[config.mk]
export PLATFORM = sky130hd
export DESIGN_NAME = disp_share_arb
export DESIGN_NICKNAME = d
export VERILOG_FILES = /design/src/rtl/disp_share_arb.sv
export SDC_FILE = /design/constraint.sdc
export NUM_CORES = 1
export LEC_CHECK = 0
export CAP_MARGIN = 30
export CORE_MARGIN = 2
export CORE_UTILIZATION = 40
export DETAILED_ROUTE_END_ITERATION = 10
export PLACE_DENSITY = 0.73
export SYNTH_ARGS = -nofsm -noshare
export SYNTH_HDL_FRONTEND = slang
export SYNTH_SLANG_ARGS = --single-unit
export TNS_END_PERCENT = 30
[constraint.sdc]
create_clock -name clk -period 2.45 [get_ports clk]
set_input_delay 0.245 -clock clk [delete_from_list [all_inputs] [get_ports clk]]
set_output_delay 0.245 -clock clk [all_outputs]
set_load 0.03 [all_outputs]
[src/rtl/disp_share_arb.sv]
// Round-robin arbiter sharing the 4-digit seven-segment display among four requesters.
// Optional macro DISP_SHARE_BLINK_EN blinks the shown word every 250 ce1ms ticks.
module disp_share_arb #(
    parameter int unsigned DWELL_MS = 1000,
    parameter logic [15:0] IDLE_DAT = 16'h0000
) (
    input  logic        clk,
    input  logic        rst,
    input  logic        ce1ms,
    input  logic [3:0]  req,
    input  logic [63:0] req_dat,
    output logic [3:0]  gnt,
    output logic [3:0]  done,
    output logic [15:0] dat,
    output logic        busy
);

    localparam int unsigned CW = $clog2(DWELL_MS + 1);

    typedef enum logic {IDLE, SHOW} state_t;

    state_t        state, state_n;
    logic [1:0]    ptr, ptr_n;
    logic [CW-1:0] cnt, cnt_n;
    logic [3:0]    gnt_n, done_n;
    logic [15:0]   dat_n;
    logic          busy_n;
    logic [1:0]    win;
    logic          found;

`ifdef DISP_SHARE_BLINK_EN
    logic [7:0]    phase, phase_n;
    logic          vis, vis_n;
    logic [15:0]   word, word_n;
`endif

    // First requester at or after ptr+1, wrapping modulo 4.
    always_comb begin
        found = 1'b0;
        win   = '0;
        for (int unsigned k = 1; k <= 4; k++) begin
            if (!found && req[ptr + 2'(k)]) begin
                found = 1'b1;
                win   = ptr + 2'(k);
            end
        end
    end

    always_comb begin
        state_n = state;
        ptr_n   = ptr;
        cnt_n   = cnt;
        gnt_n   = gnt;
        done_n  = '0;
        dat_n   = dat;
`ifdef DISP_SHARE_BLINK_EN
        phase_n = phase;
        vis_n   = vis;
        word_n  = word;
`endif
        case (state)
            IDLE: begin
                if (found) begin
                    state_n = SHOW;
                    gnt_n   = 4'b0001 << win;
                    dat_n   = req_dat[{win, 4'b0000} +: 16];
                    ptr_n   = win;
                    cnt_n   = '0;
`ifdef DISP_SHARE_BLINK_EN
                    word_n  = req_dat[{win, 4'b0000} +: 16];
                    phase_n = '0;
                    vis_n   = 1'b1;
`endif
                end
            end
            SHOW: begin
                // ptr already holds the current grantee, so abort leaves it advanced past g.
                if (!req[ptr]) begin
                    state_n = IDLE;
                    gnt_n   = '0;
                    dat_n   = IDLE_DAT;
                end else if (ce1ms) begin
                    if (cnt == CW'(DWELL_MS - 1)) begin
                        state_n = IDLE;
                        gnt_n   = '0;
                        dat_n   = IDLE_DAT;
                        done_n  = 4'b0001 << ptr;
                    end else begin
                        cnt_n = cnt + 1'b1;
`ifdef DISP_SHARE_BLINK_EN
                        if (phase == 8'd249) begin
                            phase_n = '0;
                            vis_n   = !vis;
                            dat_n   = vis ? IDLE_DAT : word;
                        end else begin
                            phase_n = phase + 8'd1;
                        end
`endif
                    end
                end
            end
            default: state_n = IDLE;
        endcase
        busy_n = (state_n == SHOW);
    end

    always_ff @(posedge clk) begin
        if (rst) begin
            state <= IDLE;
            ptr   <= 2'd3;
            cnt   <= '0;
            gnt   <= '0;
            done  <= '0;
            dat   <= IDLE_DAT;
            busy  <= 1'b0;
        end else begin
            state <= state_n;
            ptr   <= ptr_n;
            cnt   <= cnt_n;
            gnt   <= gnt_n;
            done  <= done_n;
            dat   <= dat_n;
            busy  <= busy_n;
        end
    end

`ifdef DISP_SHARE_BLINK_EN
    always_ff @(posedge clk) begin
        if (rst) begin
            phase <= '0;
            vis   <= 1'b1;
            word  <= IDLE_DAT;
        end else begin
            phase <= phase_n;
            vis   <= vis_n;
            word  <= word_n;
        end
    end
`endif

endmodule

=== Word level (Yosys, flattened, before mapping) ===
Index checks and enable logic that the tools add are counted.

* Word-level logic and storage cells: 74
* Flip-flop bits (word level): 37
* Output and inout bits: 25

* Multiplexer cells: 36
* Order comparisons: 4
* $add $sub $neg: 4
* Reductions and logical operators: 10
* Bitwise logic cells: 4
* Shift-type cells: 3
* Equal/unequal tests: 7

{| class="wikitable"
|+ Operator list
! operator !! count
|-
| $mux W16 || 4
|-
| $shiftx A64 B7 Y16 || 1
|-
| $mux W10 || 4
|-
| $pmux W16 S2 || 1
|-
| $pmux W10 S2 || 1
|-
| $mux W4 || 4
|-
| $lt A2 B3 Y1 const B || 4
|-
| $mux W1 || 12
|-
| $add A10 B1 Y10 const B || 1
|-
| $eq A10 B10 Y1 const B || 1
|-
| $bmux W1 S2 || 4
|-
| $mux W2 || 4
|-
| $pmux W4 S2 || 1
|-
| $shl A1 B2 Y4 const A || 2
|-
| $ne A2 B2 Y1 const B || 3
|-
| $reduce_or A5 Y1 || 1
|-
| $add A2 B2 Y2 const B || 2
|-
| $not A1 Y1 || 4
|-
| $reduce_and A4 Y1 || 1
|-
| $logic_and A1 B1 Y1 || 3
|-
| $logic_not A1 Y1 || 3
|-
| $ne A3 B2 Y1 const B || 1
|-
| $ne A3 B3 Y1 const B || 1
|-
| $reduce_and A3 Y1 || 1
|-
| other kinds (4) || 4
|}

=== Logic depth before layout (Yosys ltp) ===
* Word-level depth: 16
* Depth in mapped cells: 8
* Gate-level depth less buffers: 6

=== Worst setup path before layout ===
No wires, ideal clock.

* Path type: input port to flip-flop
* Start: input req[3]
* End: register dat[10]
* Path buffers: 3
* Path slack: 0.259 ns
* Stages on the path: 8
* Data arrival time: 2.070 ns
* Cells stage by stage: buf_2 nor2b_1 o21a_1 buf_2 nor3_4 buf_4 mux2_2 a221o_1

* Longest elaborated chain between the ends: 15
* Elaborated cells on any way between the ends: 30

{| class="wikitable"
|+ Ends and longest elaborated chain
! element !! RTL line !! RTL
|-
| start: declaration || 10 || <nowiki>input logic [3:0] req,</nowiki>
|-
| $bmux W1 S2 || 42 || <nowiki>if (!found && req[ptr + 2'(k)]) begin</nowiki>
|-
| $mux W1 (not written as such) || 42 ||
|-
| $mux W1 || 42 ||
|-
| $logic_not A1 Y1 || 42 ||
|-
| $logic_and A1 B1 Y1 || 42 ||
|-
| $mux W1 || 42 ||
|-
| $logic_not A1 Y1 || 42 ||
|-
| $logic_and A1 B1 Y1 || 42 ||
|-
| $mux W1 || 42 ||
|-
| $logic_not A1 Y1 || 42 ||
|-
| $logic_and A1 B1 Y1 || 42 ||
|-
| $mux W2 || 42 ||
|-
| $shiftx A64 B7 Y16 || 66 || <nowiki>dat_n = req_dat[{win, 4'b0000} +: 16];</nowiki>
|-
| $mux W16 || 63 || <nowiki>if (found) begin</nowiki>
|-
| $pmux W16 S2 || 61 || <nowiki>case (state)</nowiki>
|-
| end signal: assignment || 122 || <nowiki>dat <= dat_n;</nowiki>
|-
| end: declaration || 14 || <nowiki>output logic [15:0] dat,</nowiki>
|}

Several ways; a longest one is shown, not always the timed one. The select of a mux whose other input is x is not followed.
A chain may end at the register's enable or synchronous reset.

=== Worst setup path after layout ===
* Start: register cnt[0]
* End: register dat[7]

* Longest elaborated chain between the ends: 3

{| class="wikitable"
|+ Ends and longest elaborated chain
! element !! RTL line !! RTL
|-
| start: declaration || 24 || <nowiki>logic [CW-1:0] cnt, cnt_n;</nowiki>
|-
| start signal: assignment || 119 || <nowiki>cnt <= cnt_n;</nowiki>
|-
| $eq A10 B10 Y1 || 83 || <nowiki>if (cnt == CW'(DWELL_MS - 1)) begin</nowiki>
|-
| $ne A3 B2 Y1 (no source line) || - ||
|-
| $reduce_and A3 Y1 (no source line) || - ||
|}

No other way between the ends.

==> qor.yml <==
fp.dieH_microns: 77.2
syn_area_sq_um: 2150
tightest_slew_ps: 547
grt_max_degree: 21
clkSinkCount: 37
ys_ff_latch: 37
synth.top_cell.area_share_pct: 34.5
drtIter0Drc: 102
first_global_vias: 2222
yosysWarnings: 0
synth-edff-count: 0
clock_latency_ps: 290
cp.required_ps: 2630
hold_viol: 0
post-synth-top-count-cell: "dfxtp_1"
final_nets: 408
min-delay-start: "gnt[1]"
cp-end-kind: "register"
core_area_sq_um: 5140
r2r_slack_ps: 270
clk_pin_slew_ps: 80
ctsHoldBuffers: 0
yosysTopAreaCell: "dfxtp_1"
wl_microns: 6940
crit_fanout: 20
clockBufferDepth: 2
powerDensity_nw_per_um2: 549
rr_startpoint: "cnt[0]"
synth.yosys.seq_area_share_pct: 34.5
numCtsBuffers: 5
synth-simple-area-share_pct: 22.4
status: "completed"
fin_skew_ps: 5.83
fp-row-count: 26
io_pins: 96
syn2layout_area_growth_pct: 54.1
cts_setup_buffers: 0
max_freq_mhz: 458
drv_slew: 0
period_needed_ps: 2180
syn_inst: 240
rsz0062_at_grt: "false"
finalWeightedCongestion: 0.810
wl_per_cell_microns: 17.1
synth_top_family_by_area: "compound AO/OA/AOI/OAI gates"
grt_first_pass_wirelength_microns: 11200
synth_xor_area_share_pct: 1.22
syn_avg_cell_area_sq_um: 8.94
yosys-top-cells-area: "dfxtp_1, mux2_2, a221o_1, o31ai_1, nand4_1"
die_x_microns: 77.2
dr_total_vias: 2362
synth_cell_types: 49
antenna_cells: 0
first_pass_iters: 4
htree_levels: 2
start_kind: "register"
maxCapViolCount: 0
path_class: "reg2reg"
async_flop_share_pct: 0
grt.overflow.total: 0
cts_root_buf: "clkbuf_8"
hold_class: "reg2reg"
cts_tree: "built"
n_fill_cell: 480
slew_headroom_pct: 63.5
muxShareOfSynthArea_pct: 9.45
start_util_pct: 41.7
antenna_found_initial: 0
p_leak_nw: 1.21
worstPathArrival_ps: 2360
ys_top_cells_by_count: "dfxtp_1, a21oi_1, nand4_1, o31ai_1"
grtUsageTotal_pct: 23.5
synth_ff_type: "dfxtp_1"
hpwlAfterDp_microns: 4950
fin_setup_tns_ps: 0
route.detailed.drc: 0
syn-num-nets: 312
synth_compound_area_share_pct: 27.1
viasPerCell: 5.80
period_share_pct: 89.1
setup_viol: 0
cts_resized: 0
drive_gt1_share_pct: 14.5
ir_drop_v: 0.000287
ant_nets: 0
port_buffers: 95
synthAdderAreaFrac_pct: 0.583
dieArea_sq_um: 5970
hold_ws_ps: 473
crit_start: "cnt[0]"
where the power goes:
group / switching (mW) / total [mW] / internal [mW]
Sequential: 0.0390 / 0.692 / 0.653
Clock: 0.230 / 0.485 / 0.255
Combinational: 0.310 / 0.640 / 0.330
Total: 0.579 / 1.82 / 1.24
worst paths after layout:
check | endpoint | cells past startpoint
setup reg to reg | dat[7] | 6
setup / recovery | dat[7] | 6
hold / removal | gnt[1] | 2
hold reg to reg | gnt[1] | 2
state kept, by name, summed over array words and instances (netlist names):
| signal | cells |
|---|---|
| state | 1 |
| cnt | 10 |
| gnt | 4 |
| dat | 16 |
| done | 4 |
| ptr | 2 |
metal layers:
metal	up-vias	track usage (%)	wire length, microns
met5	-	0	0
met2	80	38.3	3300
met1	1127	30.8	3140
met4	0	8.21	123
li1	1144	-	-
met3	11	4.59	374
per-stage QoR:
step | setup slack [ps] | std cells | utilization, % | power (mW) | instance area, sq um
3_3_place_gp | 105 | 399 | 62.4 | 1.34 | 3210
3_5_place_dp | 69.5 | 399 | 62.4 | 1.34 | 3210
5_1_grt | 175 | 407 | 64.3 | 1.92 | 3310
2_1_floorplan | 259 | 240 | - | 1.06 | 2150
6_report | 267 | 407 | 64.3 | 1.82 | 3310
4_1_cts | 271 | 407 | 64.3 | 1.83 | 3310
critical path: stages, from the launching register on:
cell,delay [ps]
dfxtp_1,380
ha_1,200
nand2_1,140
or4_4,540
a32o_2,300
buf_12,160
a221o_1,350
cells in the final DEF (no fill, tap or decap), types with 2 or more instances in the layout:
master            n
clkdlybuf4s50_1  95
dfxtp_1          37
a21oi_1          24
nand4_1          20
o31ai_1          17
mux2_2           16
a221o_1          16
nor2_1           15
nand2_1          12
buf_4            10
clkbuf_8          7
o21ai_0           6
nor3_1            5
nand2b_1          3
o21a_1            3
or3_1             3
nor4_1            3
xnor2_1           3
nand3_1           3
nor3b_1           2
nor2b_1           2
o21ai_1           2
a21o_1            2
or4_1             2
a211o_1           2
a22o_2            2
buf_12            2
area by class of cell:
| cell class | instances | area (sq um) | share of cell area, % |
|---|---|---|---|
| timing repair buffer | 107 | 1070 | 32.2 |
| clock buffer | 7 | 96.3 | 2.91 |
| sequential | 37 | 741 | 22.4 |
| clock inverter | 1 | 5.00 | 0.151 |
| multi-input combinational | 183 | 1300 | 39.4 |
| tap | 70 | 87.6 | 2.65 |
| inverter | 2 | 7.51 | 0.227 |
cell families after synthesis:
kind of cell / count (synthesis)
AOI/OAI and AO/OA: 80
buffers and inverters: 20
and+or+nand+nor: 82
xor gates and xnor gates: 3
adders and majority gates: 1
DFF: 37
muxes: 17
Note: power is estimated with default switching activity, not from simulation.
